`config.mk`:
```
export PLATFORM = sky130hd
export DESIGN_NAME = wave_fifo_mcu_reader_flat
export DESIGN_NICKNAME = d
export VERILOG_FILES = /design/src/rtl/wave_fifo_mcu_reader_if.sv /design/src/rtl/wave_fifo_mcu_reader.sv /design/src/flat_wrapper.sv
export SDC_FILE = /design/constraint.sdc
export NUM_CORES = 1
export LEC_CHECK = 0
export ABC_AREA = 1
export CORE_ASPECT_RATIO = 0.7
export CORE_MARGIN = 2
export CORE_UTILIZATION = 55
export DETAILED_ROUTE_END_ITERATION = 16
export GPL_TIMING_DRIVEN = 0
export PLACE_DENSITY = 0.8
export SLEW_MARGIN = 0
export SYNTH_ARGS = -nofsm -noshare
export SYNTH_HDL_FRONTEND = slang
export SYNTH_SLANG_ARGS = --single-unit
```
`constraint.sdc`:
```
create_clock -name clk_100m -period 2.4 [get_ports clk_100m]
set_input_delay 0.6 -clock clk_100m [delete_from_list [all_inputs] [get_ports clk_100m]]
set_output_delay 0.6 -clock clk_100m [all_outputs]
set_load 0.01 [all_outputs]
```
`src/rtl/wave_fifo_mcu_reader_if.sv`:
```
// Bus bundle between the capture-FIFO reader, its show-ahead FIFO and the
// MCU parallel read port. The reader block takes the slave view; the
// surrounding logic (FIFO, writer, MCU pins) takes the master view.
interface wave_fifo_mcu_reader_if;
    logic        save_dat_to_fifo_flag;
    logic [11:0] fifo_q;
    logic        fifo_empty;
    logic [12:0] fifo_usedw;
    logic        fifo_rdreq;
    logic        fifo_idle;
    logic        irq_out;
    logic        mcu_cs_n;
    logic        mcu_rd_n;
    logic [1:0]  mcu_addr;
    logic [15:0] mcu_rdata;

    modport slave (
        input  save_dat_to_fifo_flag, fifo_q, fifo_empty, fifo_usedw,
        input  mcu_cs_n, mcu_rd_n, mcu_addr,
        output fifo_rdreq, fifo_idle, irq_out, mcu_rdata
    );

    modport master (
        output save_dat_to_fifo_flag, fifo_q, fifo_empty, fifo_usedw,
        output mcu_cs_n, mcu_rd_n, mcu_addr,
        input  fifo_rdreq, fifo_idle, irq_out, mcu_rdata
    );
endinterface

```
`src/rtl/wave_fifo_mcu_reader.sv`:
```
// Drains one captured waveform frame from a show-ahead FIFO to the MCU over
// an asynchronous parallel read bus, with frame interrupt and timeout flush.
module wave_fifo_mcu_reader #(
    parameter int          FRAME_WORDS      = 4096,
    parameter int          IRQ_PULSE_CYCLES = 100,
    parameter int          TIMEOUT_SEC      = 10,
    parameter logic [15:0] BLOCK_ID         = 16'h9238
) (
    input  logic clk_100m,
    input  logic reset_n,
    input  logic one_second_clk,
    wave_fifo_mcu_reader_if.slave bus
);
    localparam logic [2:0] ST_IDLE     = 3'd0;
    localparam logic [2:0] ST_WAIT_MCU = 3'd1;
    localparam logic [2:0] ST_READING  = 3'd2;
    localparam logic [2:0] ST_DONE     = 3'd3;
    localparam logic [2:0] ST_FLUSH    = 3'd4;

    localparam int TMO_W = $clog2(TIMEOUT_SEC + 1);
    localparam int IRQ_W = $clog2(IRQ_PULSE_CYCLES + 1);
    localparam logic [12:0]      FRAME_END = 13'(FRAME_WORDS);
    localparam logic [12:0]      LAST_IDX  = 13'(FRAME_WORDS - 1);
    localparam logic [TMO_W-1:0] TMO_LIMIT = TMO_W'(TIMEOUT_SEC);
    localparam logic [IRQ_W-1:0] IRQ_LOAD  = IRQ_W'(IRQ_PULSE_CYCLES - 1);
    // Idle levels of {one_second_clk, mcu_rd_n, mcu_cs_n}
    localparam logic [2:0] SYNC_IDLE = 3'b011;

    logic [2:0]       meta_reg, sync_reg;
    logic             rd_d_reg, sec_d_reg;
    logic [2:0]       state_reg, state_next;
    logic [12:0]      words_read_reg;
    logic [15:0]      frame_cnt_reg;
    logic [TMO_W-1:0] timeout_cnt_reg;
    logic [IRQ_W-1:0] irq_cnt_reg;
    logic             irq_reg;
    logic             underflow_reg, flushed_reg, clr_pend_reg;
    logic [15:0]      rdata_reg, rdata_next;

    logic cs_s, rd_s, sec_s;
    logic read_evt, sec_rise, in_frame, timeout_hit, words_left;
    logic data_rd, data_avail, pop_data, pop_flush, frame_ready, last;

    assign cs_s  = sync_reg[0];
    assign rd_s  = sync_reg[1];
    assign sec_s = sync_reg[2];

    assign read_evt    = !rd_s && rd_d_reg && !cs_s;
    assign sec_rise    = sec_s && !sec_d_reg;
    assign in_frame    = (state_reg == ST_WAIT_MCU) || (state_reg == ST_READING);
    assign frame_ready = in_frame;
    assign timeout_hit = in_frame && (timeout_cnt_reg == TMO_LIMIT);
    assign words_left  = (words_read_reg != FRAME_END);
    assign last        = (words_read_reg == LAST_IDX);
    assign data_rd     = read_evt && (bus.mcu_addr == 2'd1);
    // Data is only served from the FIFO while a frame is open; a read that
    // collides with the timeout still sees the head word but does not pop.
    assign data_avail  = in_frame && words_left && !bus.fifo_empty;
    assign pop_data    = data_rd && data_avail && !timeout_hit;
    assign pop_flush   = (state_reg == ST_FLUSH) && !bus.fifo_empty;

    assign bus.fifo_rdreq = pop_data || pop_flush;
    assign bus.fifo_idle  = reset_n && (state_reg == ST_IDLE) && bus.fifo_empty;
    assign bus.irq_out    = irq_reg;
    assign bus.mcu_rdata  = rdata_reg;

    // Two-flop synchronizers plus edge-detect history for the async inputs
    always_ff @(posedge clk_100m or negedge reset_n) begin
        if (!reset_n) begin
            meta_reg  <= SYNC_IDLE;
            sync_reg  <= SYNC_IDLE;
            rd_d_reg  <= 1'b1;
            sec_d_reg <= 1'b0;
        end else begin
            meta_reg  <= {one_second_clk, bus.mcu_rd_n, bus.mcu_cs_n};
            sync_reg  <= meta_reg;
            rd_d_reg  <= rd_s;
            sec_d_reg <= sec_s;
        end
    end

    // Frame state machine transitions
    always_comb begin
        state_next = state_reg;
        case (state_reg)
            ST_IDLE:     if (bus.save_dat_to_fifo_flag) state_next = ST_WAIT_MCU;
            ST_WAIT_MCU: if (timeout_hit) state_next = ST_FLUSH;
                         else if (pop_data) state_next = ST_READING;
            ST_READING:  if (timeout_hit) state_next = ST_FLUSH;
                         else if (!words_left) state_next = ST_DONE;
            ST_DONE:     state_next = ST_IDLE;
            ST_FLUSH:    if (bus.fifo_empty) state_next = ST_IDLE;
            default:     state_next = ST_IDLE;
        endcase
    end

    // Read data mux for the register selected on the read event
    always_comb begin
        rdata_next = rdata_reg;
        if (read_evt) begin
            case (bus.mcu_addr)
                2'd0:    rdata_next = {frame_ready, underflow_reg, flushed_reg, bus.fifo_usedw};
                2'd1:    rdata_next = data_avail ? {last, 3'b000, bus.fifo_q} : 16'hFFFF;
                2'd2:    rdata_next = frame_cnt_reg;
                default: rdata_next = BLOCK_ID;
            endcase
        end
    end

    // State, counters, interrupt pulse, sticky flags and read data register
    always_ff @(posedge clk_100m or negedge reset_n) begin
        if (!reset_n) begin
            state_reg       <= ST_IDLE;
            words_read_reg  <= '0;
            frame_cnt_reg   <= '0;
            timeout_cnt_reg <= '0;
            irq_cnt_reg     <= '0;
            irq_reg         <= 1'b0;
            underflow_reg   <= 1'b0;
            flushed_reg     <= 1'b0;
            clr_pend_reg    <= 1'b0;
            rdata_reg       <= 16'h0000;
        end else begin
            state_reg <= state_next;
            rdata_reg <= rdata_next;

            if (state_reg == ST_IDLE)
                words_read_reg <= '0;
            else if (pop_data)
                words_read_reg <= words_read_reg + 13'd1;

            if (state_reg == ST_DONE)
                frame_cnt_reg <= frame_cnt_reg + 16'd1;

            if (!in_frame || pop_data)
                timeout_cnt_reg <= '0;
            else if (sec_rise && (timeout_cnt_reg != TMO_LIMIT))
                timeout_cnt_reg <= timeout_cnt_reg + 1'b1;

            // Pulse starts on WAIT_MCU entry; cut short if the frame closes
            if ((state_reg == ST_IDLE) && (state_next == ST_WAIT_MCU)) begin
                irq_reg     <= 1'b1;
                irq_cnt_reg <= IRQ_LOAD;
            end else if ((state_next != ST_WAIT_MCU) && (state_next != ST_READING)) begin
                irq_reg     <= 1'b0;
                irq_cnt_reg <= '0;
            end else if (irq_cnt_reg != '0) begin
                irq_cnt_reg <= irq_cnt_reg - 1'b1;
            end else begin
                irq_reg <= 1'b0;
            end

            // Status read clears the sticky bits on the cycle after the load;
            // a fresh set event in that cycle wins.
            clr_pend_reg <= read_evt && (bus.mcu_addr == 2'd0);
            if (data_rd && bus.fifo_empty)
                underflow_reg <= 1'b1;
            else if (clr_pend_reg)
                underflow_reg <= 1'b0;
            if ((state_reg == ST_FLUSH) && bus.fifo_empty)
                flushed_reg <= 1'b1;
            else if (clr_pend_reg)
                flushed_reg <= 1'b0;
        end
    end
endmodule
```
`src/flat_wrapper.sv`:
```
// flat-port wrapper written by rule: the top's interface ports become plain ports
module wave_fifo_mcu_reader_flat 
#(
    parameter int          FRAME_WORDS      = 4096,
    parameter int          IRQ_PULSE_CYCLES = 100,
    parameter int          TIMEOUT_SEC      = 10,
    parameter logic [15:0] BLOCK_ID         = 16'h9238
)
  (clk_100m, reset_n, one_second_clk, bus_save_dat_to_fifo_flag, bus_fifo_q, bus_fifo_empty, bus_fifo_usedw, bus_mcu_cs_n, bus_mcu_rd_n, bus_mcu_addr, bus_fifo_rdreq, bus_fifo_idle, bus_irq_out, bus_mcu_rdata);
  wave_fifo_mcu_reader_if bus_i ();
  input  logic clk_100m;
  input  logic reset_n;
  input  logic one_second_clk;
  input wire logic [$bits(bus_i.save_dat_to_fifo_flag)-1:0] bus_save_dat_to_fifo_flag;
  input wire logic [$bits(bus_i.fifo_q)-1:0] bus_fifo_q;
  input wire logic [$bits(bus_i.fifo_empty)-1:0] bus_fifo_empty;
  input wire logic [$bits(bus_i.fifo_usedw)-1:0] bus_fifo_usedw;
  input wire logic [$bits(bus_i.mcu_cs_n)-1:0] bus_mcu_cs_n;
  input wire logic [$bits(bus_i.mcu_rd_n)-1:0] bus_mcu_rd_n;
  input wire logic [$bits(bus_i.mcu_addr)-1:0] bus_mcu_addr;
  output wire logic [$bits(bus_i.fifo_rdreq)-1:0] bus_fifo_rdreq;
  output wire logic [$bits(bus_i.fifo_idle)-1:0] bus_fifo_idle;
  output wire logic [$bits(bus_i.irq_out)-1:0] bus_irq_out;
  output wire logic [$bits(bus_i.mcu_rdata)-1:0] bus_mcu_rdata;
  assign bus_i.save_dat_to_fifo_flag = bus_save_dat_to_fifo_flag;
  assign bus_i.fifo_q = bus_fifo_q;
  assign bus_i.fifo_empty = bus_fifo_empty;
  assign bus_i.fifo_usedw = bus_fifo_usedw;
  assign bus_i.mcu_cs_n = bus_mcu_cs_n;
  assign bus_i.mcu_rd_n = bus_mcu_rd_n;
  assign bus_i.mcu_addr = bus_mcu_addr;
  assign bus_fifo_rdreq = bus_i.fifo_rdreq;
  assign bus_fifo_idle = bus_i.fifo_idle;
  assign bus_irq_out = bus_i.irq_out;
  assign bus_mcu_rdata = bus_i.mcu_rdata;
  wave_fifo_mcu_reader #(.FRAME_WORDS(FRAME_WORDS), .IRQ_PULSE_CYCLES(IRQ_PULSE_CYCLES), .TIMEOUT_SEC(TIMEOUT_SEC), .BLOCK_ID(BLOCK_ID)) u_core (.clk_100m(clk_100m), .reset_n(reset_n), .one_second_clk(one_second_clk), .bus(bus_i));
endmodule
```
Yosys cells after proc, flatten, opt, wreduce, memory -nomap -nowiden
Cells that the tools add are included.

Reductions and logical operators: 35. Eq/ne operators: 14. $add $sub $neg: 4. Multiplexer cells: 22.

Operators by type and width (count): $pmux 16 s3 (1); $mux 13 (2); $mux 7 (3); $logic_and 1x1->1 (18); $mux 3 (6); $add 16x1->16 const B (1); $mux 16 (1); $add 13x1->13 const B (1); $eq 13x12->1 const B (1); $ne 13x13->1 const B (1); $pmux 3 s4 (1); $mux 4 (2); $reduce_bool 2->1 (4); $reduce_bool 7->1 (1); $sub 7x1->7 const B (1); $eq 3x1->1 const B (2); $eq 3x2->1 const B (2); $logic_not 1->1 (6); $mux 1 (6); $ne 3x1->1 const B (2); $add 4x1->4 const B (1); $eq 4x4->1 const B (1); $ne 4x4->1 const B (1); $eq 3x3->1 const B (1); 7 further kinds (9).

Word-level logic and storage cells: 89. Register bits after elaboration: 71. Bits of input ports: 34. Output and inout bits: 19.

Logic depth before layout (Yosys ltp)
Gate-level depths: netlist (run 1).

Word-level depth: 13. Gate-level depth with buffers: 15.

Worst setup path before layout (run 1)
Ideal clock, no wire load.

Path kind: register to output. From: reg u_core.words_read_reg[0]. To: out bus_fifo_rdreq. Slack: 0.480 ns. Stages on the path, launching flop included: 12. Arrival: 1.320 ns. Required time: 1.800 ns. Buffers on the path: 0. Cells stage by stage: dfrtp_1 > inv_1 > ha_1 > nand2_1 > inv_1 > nand2_1 > nor2_1 > nand2_1 > nand2_4 > inv_4 > nand3_4 > nand2_1.

Cells in the longest elaborated chain, start to end: 6.

RTL lines: start: declaration (line wave_fifo_mcu_reader.sv:32) `logic [12:0] words_read_reg;`; start signal: assignment (line wave_fifo_mcu_reader.sv:130) `words_read_reg <= words_read_reg + 13'd1;`; $ne 13x13->1 (line wave_fifo_mcu_reader.sv:53) `assign words_left = (words_read_reg != FRAME_END);`; $logic_and 1x1->1 (2 in a row) (line wave_fifo_mcu_reader.sv:58) `assign data_avail = in_frame && words_left && !bus.fifo_empty;`; $logic_and 1x1->1 (2 in a row) (line wave_fifo_mcu_reader.sv:59) `assign pop_data = data_rd && data_avail && !timeout_hit;`; $logic_or 1x1->1 (line wave_fifo_mcu_reader.sv:62) `assign bus.fifo_rdreq = pop_data || pop_flush;`; end: declaration (line flat_wrapper.sv:21) `output wire logic [$bits(bus_i.fifo_rdreq)-1:0] bus_fifo_rdreq;`.

No other way between the ends.

Worst setup path in the final report (run 1)
Same ends and word-level chain as after synthesis.

==> flow_metrics.env, run 1 <==
export IMPL_status="complete, no violations"
export IMPL_fin_skew_ps=10.9
export IMPL_drv_slew=0
export IMPL_grt_pass1_vias=3014
export IMPL_dieArea_sq_mm=0.00740
export IMPL_start_util=0.581
export IMPL_grt_max_degree=73
export IMPL_synth_edf_count=0
export IMPL_num_vias=3149
export IMPL_syn_avg_cell_area_sq_um=8.70
export IMPL_root_buffer="clkbuf_8"
export IMPL_fmax_mhz=437
export IMPL_clk_pin_slew_ps=80
export IMPL_overflow=0
export IMPL_grt_usage=0.255
export IMPL_drive_gt1_frac=0.150
export IMPL_gp_congestion=0.944
export IMPL_pwr_density_cell_mw_per_mm2=797
export IMPL_finalHoldViolCount=0
export IMPL_hp_class="primary input to asynchronous set/reset pin"
export IMPL_end_kind="output port"
export IMPL_start_kind="register"
export IMPL_async_flop_share=1.00
export IMPL_finalSetupTns_ps=0
export IMPL_place_area_sq_mm=0.00432
export IMPL_n_antenna_cell=0
export IMPL_wl_per_cell_microns=14.6
export IMPL_finalCritPeriodShare=0.954
export IMPL_htreeDepth=3
export IMPL_r2r_end="u_core.words_read_reg[5]"
export IMPL_final_antenna_net_count=0
export IMPL_drv_cap=0
export IMPL_worst_slack_ps=111
export IMPL_r2r_start="u_core.words_read_reg[0]"
export IMPL_drtIter0Drc=252
export IMPL_postRouteWirelength_microns=8640
export IMPL_finalSetupViolCount=0
export IMPL_insertion_delay_ps=340
export IMPL_cp_arrival_ps=1690
export IMPL_critical_path_class="register to output port"
export IMPL_stdcell_area_sq_mm=0.00466
export IMPL_period_needed_ps=2290
export IMPL_reg2reg_depth=15
export IMPL_ir_drop_mv=0.337
export IMPL_postSynthCellCount=425
export IMPL_cts_sink_count=71
export IMPL_cts_tree="built"
export IMPL_drc_errors=0
export IMPL_cts_buffer_depth=2
export IMPL_die_x_microns=102
export IMPL_leakagePower_uw=0.00221
export IMPL_syn_nets=466
export IMPL_numPortBuffers=51
export IMPL_core_sq_mm=0.00637
export IMPL_area_delta_synth_final_pct=26.1
export IMPL_dp_hpwl_microns=6120
export IMPL_crit_required_ps=1800
export IMPL_yosysSeqAreaShare=0.482
export IMPL_yosysWarnings=0
export IMPL_nNetsFinal=536
export IMPL_postCtsHoldBufs=0
export IMPL_dp_slack_ps=-588
export IMPL_cts_made_buffers=9
export IMPL_synth_seq_cells=71
export IMPL_netlist_cell_type_count=37
export IMPL_cp_max_fo=3
export IMPL_reg2reg_slack_ps=480
export IMPL_max_slew_margin=0.561
export IMPL_io_pins=53
export IMPL_tightest_slew_ps=656
export IMPL_rows=24
export IMPL_antenna_found_initial=0
export IMPL_synth_area_sq_mm=0.00370
export IMPL_die_h_microns=72.6
export IMPL_grt_pass1_wl_microns=14200
export IMPL_routed_via_density=5.33
export IMPL_synth_ff_type="dfrtp_1"
export IMPL_drtPass1Iterations=5
[final cells by class]
type                            count  area [sq um]
Multi-Input combinational cell    300          1720
Fill cell                         472          1700
Sequential cell                    71          1780
Tap cell                           91           114
Clock inverter                      5           104
Timing Repair Buffer               59           572
Inverter                           47           179
Buffer                              7          42.5
Clock buffer                       11           151
[synthesized netlist by cell type (2+ instances only)]
cell type  number  area (sq um)
nand2_2         3          18.8
dfstp_2         5           131
o31ai_1         2          15.0
a31oi_1         7          43.8
ha_1            7          87.6
xnor2_1         8          70.1
nand2_1       103           387
inv_1          39           146
o22a_1          6          52.6
nand3_2         8          80.1
clkbuf_1        3          11.3
nor3_2          3          30.0
o21ai_0        21           105
nand2_4         3          33.8
a21o_1          7          52.6
nor3_1          8          40.0
nand3_1        21           105
nor2_4          2          22.5
inv_2           7          26.3
nor2_1         39           146
a21oi_4         2          32.5
o21ai_1         8          40.0
nor3_4          2          32.5
nand4_1        10          62.6
xor2_1         17           149
a21oi_1         6          30.0
dfrtp_1        66          1650
nor4_1          3          18.8
[placed cells by master (no fill, tap or decap), types with 7 or more instances in the layout]
cell type          n
nor2_1            37
dfrtp_1           65
nand2_1          102
clkdlybuf4s50_1   46
nand3_1           21
nor3_1             8
clkbuf_8          11
inv_1             37
a21o_1             7
inv_2              9
xnor2_1            8
o21ai_0           21
buf_4              8
o21ai_1            8
nand3_2            8
nand4_1           10
xor2_1            17
a31oi_1            7
[cells by family after synthesis]
family                     after synthesis  share of synthesized area
adders and majority gates                7                     0.0237
DFF                                     71                      0.482
xor gates and xnor gates                25                     0.0592
and+or+nand+nor                        208                      0.273
AOI/OAI and AO/OA                       60                      0.103
buffers and inverters                   54                     0.0589
[worst max-delay path, cell delays in order (launching register included)]
cell and delay [ps]:
dfrtp_1 400, inv_2 90, ha_4 120, nand2_1 50, inv_1 50, nand2_1 50, nor2_2 110, nand2_2 100
nand2_4 100, inv_4 30, nand3_4 40, nand2_1 50, buf_2 130
[through the flow]
step	util	std cells	hold WS, ps	total power (uW)
2_1_floorplan	-	425	304	2130
3_3_place_gp	0.679	567	346	2460
3_5_place_dp	0.678	567	337	2490
4_1_cts	0.726	587	168	3710
5_1_grt	0.732	591	168	3930
6_report	0.732	591	149	3710
[how the worst max path moves through the flow]
stage | start | end | slack [ps] | cells after the start
after floorplan | u_core.words_read_reg[0] | bus_fifo_rdreq | 480 | 11
after global placement | reset_n | bus_fifo_idle | -2620 | 4
after detailed placement | bus_mcu_addr[1] | bus_fifo_rdreq | -590 | 7
after CTS | u_core.words_read_reg[1] | bus_fifo_rdreq | -30 | 12
after global routing | u_core.words_read_reg[0] | bus_fifo_rdreq | -30 | 12
final | u_core.words_read_reg[0] | bus_fifo_rdreq | 110 | 12
[report_power, final]
group | switching, uW | internal, uW
Combinational | 546 | 458
Clock | 444 | 747
Sequential | 139 | 1380
[metal layers]
layer | global-route usage | wire length (microns)
met1 | 0.357 | 3940
met2 | 0.395 | 4020
met3 | 0.0699 | 580
met4 | 0.0711 | 93
met5 | 0 | 0
[repair_timing]
item,CTS,global route
buffers inserted,4,4
endpoints found under the hold margin,0,0
pin swaps,1,2
endpoints found under the setup margin,2,1
resized for setup,12,7
Power figures use the tool's default switching activity.
==> inputs of run 2 (changes only) <==
- CELL_PAD_IN_SITES_DETAIL_PLACEMENT: not set -> 1
- CELL_PAD_IN_SITES_GLOBAL_PLACEMENT: not set -> 2
- CORE_UTILIZATION: 55 -> 33
- PLACE_DENSITY: 0.8 -> not set
- PLACE_DENSITY_LB_ADDON: not set -> 0.1
==> run 2 against run 1 <==
Effect of this change: first-iteration DRC count shrank 73%; non-clock buffer count down 1; worst setup slack better by 35 ps; worst hold slack got worse by 28 ps; wire length rose by 20%; sequential share of layout area shrank 0.90 points; total power rose by 1.1%; flip-flop and latch count unchanged; register-to-register slack lost 220 ps; sequential power is essentially flat; clock skew down 1.0 ps; die area up 63%.
==> flow_metrics.env, run 2 (synthesis gave the netlist of run 1 again) <==
export IMPL_status="complete, no violations"
export IMPL_die_x_microns=130
export IMPL_cts_made_buffers=9
export IMPL_routed_via_density=4.74
export IMPL_wl_per_cell_microns=16.0
export IMPL_cp_top_family="simple AND/OR/NAND/NOR gates"
export IMPL_rsz0062_at_grt="false"
export IMPL_drv_slew=0
export IMPL_num_vias=3089
export IMPL_drtPass1Iterations=4
export IMPL_root_buffer="clkbuf_16"
export IMPL_power_uw=3760
export IMPL_pwr_density_cell_mw_per_mm2=787
export IMPL_worst_path_max_delay_cell="dfrtp_1"
export IMPL_hp_class="primary input to asynchronous set/reset pin"
export IMPL_hold_slack_ps=122
export IMPL_cp_max_fo=4
export IMPL_postCtsHoldBufs=0
export IMPL_r2r_end="u_core.bus.mcu_rdata[15]"
export IMPL_clk_pin_slew_ps=50
export IMPL_wl_met2_microns=4350
export IMPL_crit_required_ps=1800
export IMPL_postLayoutCoreUtil=0.435
export IMPL_overflow=0
export IMPL_critical_path_class="register to output port"
export IMPL_max_slew_margin=0.531
export IMPL_ir_drop_mv=0.376
export IMPL_dp_hpwl_microns=7700
export IMPL_cp_arrival_ps=1650
export IMPL_finalSetupViolCount=0
export IMPL_drtIter0Drc=69
export IMPL_core_sq_mm=0.0110
export IMPL_start_kind="register"
export IMPL_grt_pass1_wl_microns=17400
export IMPL_finalSetupTns_ps=0
export IMPL_met1_length_microns=5630
export IMPL_instances_no_fill=652
export IMPL_leakagePower_uw=0.00223
export IMPL_final_antenna_net_count=0
export IMPL_numPortBuffers=51
export IMPL_reg2reg_depth=6
export IMPL_period_needed_ps=2250
export IMPL_grt_pass1_vias=3365
export IMPL_area_delta_synth_final_pct=29.1
export IMPL_r2r_start="u_core.sync_reg[1]"
export IMPL_rows=32
export IMPL_cts_buffer_depth=2
export IMPL_met3_length_microns=300
export IMPL_cp_cell_sequence="inv_2 -> nand3_2 -> nand2_1 -> nand2_1 -> nand3_4 -> nand2_1 -> clkbuf_2"
export IMPL_drc_errors=0
export IMPL_highest_layer="met4"
export IMPL_io_pins=53
export IMPL_reg2reg_slack_ps=260
export IMPL_final_cell_mix="102 x nand2_1, 66 x dfrtp_1, 46 x clkdlybuf4s50_1"
export IMPL_htreeDepth=3
export IMPL_finalHoldViolCount=0
export IMPL_die_h_microns=92.5
export IMPL_crit_buf_inv=2
export IMPL_start_util=0.337
export IMPL_end_kind="output port"
export IMPL_grt_max_degree=39
export IMPL_drv_cap=0
export IMPL_dp_cells=630
export IMPL_cts_tree="built"
export IMPL_crit_top_cell="nand2_1"
export IMPL_insertion_delay_ps=330
export IMPL_gp_congestion=0.769
export IMPL_critical_path_max_stage_delay_ps=440
export IMPL_antenna_found_initial=0
export IMPL_nNetsFinal=535
export IMPL_fmax_mhz=444
export IMPL_finalCritPeriodShare=0.939
export IMPL_drive_gt1_frac=0.134
export IMPL_tightest_slew_ps=700
export IMPL_postRouteWirelength_microns=10400
export IMPL_n_antenna_cell=0
export IMPL_cts_sink_count=71
export IMPL_fin_skew_ps=9.89
export IMPL_grt_usage=0.188
export IMPL_final_common_cell="nand2_1"
export IMPL_dieArea_sq_mm=0.0121
==> run 2: cell types whose count changed in the layout (fill, tap and decap cells not counted), sizes merged <==
cell         previous run  this run
bufinv                  3         0
dlygate4sd2             3         2
clkbuf                 14        19
buf                    14        11
bufbuf                  0         1
==> run 2: layer usage <==
metal | global-route usage | vias up
li1 | - | 1527
met1 | 0.282 | 1511
met2 | 0.278 | 38
met3 | 0.0381 | 13
met4 | 0.0426 | 0
met5 | 0 | -
==> run 2: final cells by class <==
cell class / instances / area, sq um
fillers: 1311 / 6200
flip-flops and latches: 71 / 1780
multi-input cells: 300 / 1710
repair buffers: 58 / 606
clock buffers: 14 / 254
well taps: 153 / 191
inverters: 47 / 179
plain buffers: 7 / 42.5
clock inverters: 2 / 10.0
==> run 2: worst max path at each step <==
stage                             start  slack (ps)  cells past startpoint             end
2_1_floorplan  u_core.words_read_reg[0]         480                     11  bus_fifo_rdreq
3_3_place_gp                    reset_n       -2830                      4   bus_fifo_idle
3_5_place_dp            bus_mcu_addr[1]        -720                      7  bus_fifo_rdreq
4_1_cts        u_core.words_read_reg[1]         -30                     12  bus_fifo_rdreq
5_1_grt        u_core.words_read_reg[1]          20                     12  bus_fifo_rdreq
6_report            u_core.state_reg[0]         150                      7  bus_fifo_rdreq
==> run 2: worst register-to-register path, delay by kind of cell, from the launching register on <==
family / cells / cell delay, ps
and+or+nand+nor: 3 / 590
AOI/OAI and AO/OA: 1 / 200
buffers and inverters: 2 / 750
DFF: 1 / 530
==> run 2: report_power, final <==
group | internal [uW] | switching, uW | total (uW)
Clock | 726 | 488 | 1210
Sequential | 1380 | 146 | 1530
Combinational | 454 | 558 | 1010
Total | 2560 | 1190 | 3760
==> run 2: repair_timing <==
action | in CTS | in global routing
gates cloned | 1 | 0
resized for setup | 13 | 4
pin swaps | 1 | 1
endpoints found under the setup margin | 7 | 1
buffers inserted | 4 | 1
==> run 2: per-stage QoR <==
step | cell area (sq um) | setup WS, ps
2_1_floorplan | 3700 | 480
3_5_place_dp | 4420 | -719
5_1_grt | 4770 | 21.7
6_report | 4770 | 146
4_1_cts | 4770 | -30.5
3_3_place_gp | 4400 | -2830
==> variant, RTL diff (flow settings as in run 1) <==
`rdata_reg` no longer has a reset.
--- a/src/rtl/wave_fifo_mcu_reader.sv
+++ b/src/rtl/wave_fifo_mcu_reader.sv
@@ -119,10 +119,8 @@
             underflow_reg   <= 1'b0;
             flushed_reg     <= 1'b0;
             clr_pend_reg    <= 1'b0;
-            rdata_reg       <= 16'h0000;
         end else begin
             state_reg <= state_next;
-            rdata_reg <= rdata_next;
 
             if (state_reg == ST_IDLE)
                 words_read_reg <= '0;
@@ -163,4 +161,8 @@
                 flushed_reg <= 1'b0;
         end
     end
+
+    always_ff @(posedge clk_100m) begin
+        rdata_reg <= rdata_next;
+    end
 endmodule
Behaviour: differs if reset_n is asserted again (counterexample within 4 cycles, from zero or initial values and one cycle with reset_n low); with reset_n held inactive, the same outputs for 10 cycles.
==> variant against run 1 <==
  * Power fell by 12%
  * Sequential power down 3%
  * Worst setup slack worse by 0.019 ns
  * Sequential cell count unchanged
  * Sequential share of layout area rose by 3.7 points
  * Routed wire length is 8.4% lower
  * Design area fell by 4.7%
  * Synthesized area is 4.8% lower
  * Critical path type unchanged
==> variant: results (changes against run 1) <==
synth cell count leaders nand2_1, inv_1, dfrtp_1, nor2_1; ant diodes 0 (unchanged); status finished clean; DP Wirelength 5760 µm (-5.9%); dpl cell area 4150 µm² (-3.9%); Yosys warnings 0 (unchanged); Crit path arrival time 1.71 ns (+0.02 ns); vias per inst 5.32 (-0.15%); worst min-delay path class input port to async pin; total power draw 0.00328 W (-12%); #FFs+latches synth 71 (unchanged); Leak 1.99 nW (-10%); sequential area share after synthesis 0.530 (+0.0471); largest net degree at the start of global routing 33 (-55%); layout cell share with drive strength beyond 1 0.129 (-0.0210); Post-synth EDFFs 16 (+16); Pint 0.00221 W (-15%); largest fanout on the critical path 5 (+2); port bufs 52 (+2.0%); synth top area cells dfrtp_1, edfxtp_1, nand2_1, inv_1, xor2_1; global-route wire length before repair 13200 µm (-7.3%); Final Skew 0.0125 ns (+0.00158 ns); CTS buffer count 9 (unchanged); Async SR Flop Fraction 0.775 (-0.225); root cell of the clock tree clkbuf_8; Slew @ Worst Pin 0.627 ns (-0.0293 ns); cell taking the most area after synthesis dfrtp_1; vias in the first global route 2686 (-11%); Worst-Skew Late Latency 0.35 ns; initial antenna violation count 0 (unchanged); Worst path slowest cell dfrtp_1; DR WL/cell 14.6 µm (-0.35%); First DRT Iteration DRCs 266 (+5.6%); Pwr Density 738 nW/µm² (-7.4%); # H-tree levels 3 (unchanged); CTS Buffer Depth 2 (unchanged); Placer Congestion 0.821 (-13%); GRT Resource Usage Total 0.240 (-0.0144); synth unique cells 37 (unchanged); DR pass1 iterations 4 (-1); CTS clk-pin slew, worst paths 0.08 ns (about the same); net count after synthesis 431 (-7.5%); fillers 467 (-1.1%); Nets 501 (-6.5%); maximum VDD drop 0.509 mV (+51%); max incr delay on CP 0.39 ns
variant: timing repair:
item,in CTS,in global routing
buffers inserted,4,2
gates resized for setup,18,3
cloned,0,0
pin swaps,3,2
setup endpoints to repair,2,1
variant: kinds of logic (layout without fill, tap and decap cells):
logic type,Yosys count,after routing,share of synthesized area
compound gates,44,44,0.0750
xor+xnor,24,24,0.0597
fa+ha+maj,7,7,0.0249
buf+inv,60,135,0.0654
flops,71,71,0.530
simple gates,184,184,0.245
variant: power by group through the flow:
stage | combinational [W] | sequential, W | clock (W)
after floorplan | 0.000549 | 0.00149 | 0
after global placement | 0.000783 | 0.00149 | 0
after detailed placement | 0.000822 | 0.00150 | 0
after CTS | 0.000838 | 0.00148 | 0.000962
after global routing | 0.000962 | 0.00149 | 0.00102
final | 0.000854 | 0.00148 | 0.000942
variant: layer usage:
layer  routed length (µm)  GRT usage
met1                 3850      0.368
met2                 3480      0.343
met3                  527     0.0682
met4                   57     0.0548
met5                    0          0
variant: cell type report:
type	count	share of cell area
flip-flops and latches	71	0.419
multi-input cells	259	0.331
repair buffers	59	0.130
inverters	56	0.0473
clock buffers	12	0.0397
well taps	78	0.0220
clock inverters	4	0.00592
plain buffers	4	0.00451
variant: per-stage QoR:
stage / hold slack (ns) / instances / TNS (ns) / setup WS, ns
2_1_floorplan: 0.304 / 390 / 0 / 0.499
3_3_place_gp: 0.333 / 520 / -53.10 / -1.90
3_5_place_dp: 0.341 / 521 / -2.27 / -0.739
4_1_cts: 0.147 / 541 / 0 / 0.0393
5_1_grt: 0.164 / 543 / -0.0137 / -0.0137
6_report: 0.151 / 543 / 0 / 0.0925
variant: worst paths after layout:
kind	start	to	slack [ns]	depth (start not counted)
max reg2reg	u_core.state_reg[0]	u_core.bus.mcu_rdata[2]	0.41	8
min in group clk_100m	u_core.meta_reg[2]	u_core.sync_reg[2]	0.36	0
max	u_core.words_read_reg[0]	bus_fifo_rdreq	0.09	8
max in group asynchronous	reset_n	u_core.frame_cnt_reg[15]	1.77	2
min	reset_n	u_core.words_read_reg[5]	0.15	1
min reg2reg	u_core.meta_reg[2]	u_core.sync_reg[2]	0.36	0
variant: worst max-delay path, delay by kind of cell, from the launching register on:
kind | cells | cell delay (ns)
fa+ha+maj | 1 | 0.15
buf+inv | 2 | 0.33
flops | 1 | 0.39
simple gates | 5 | 0.50
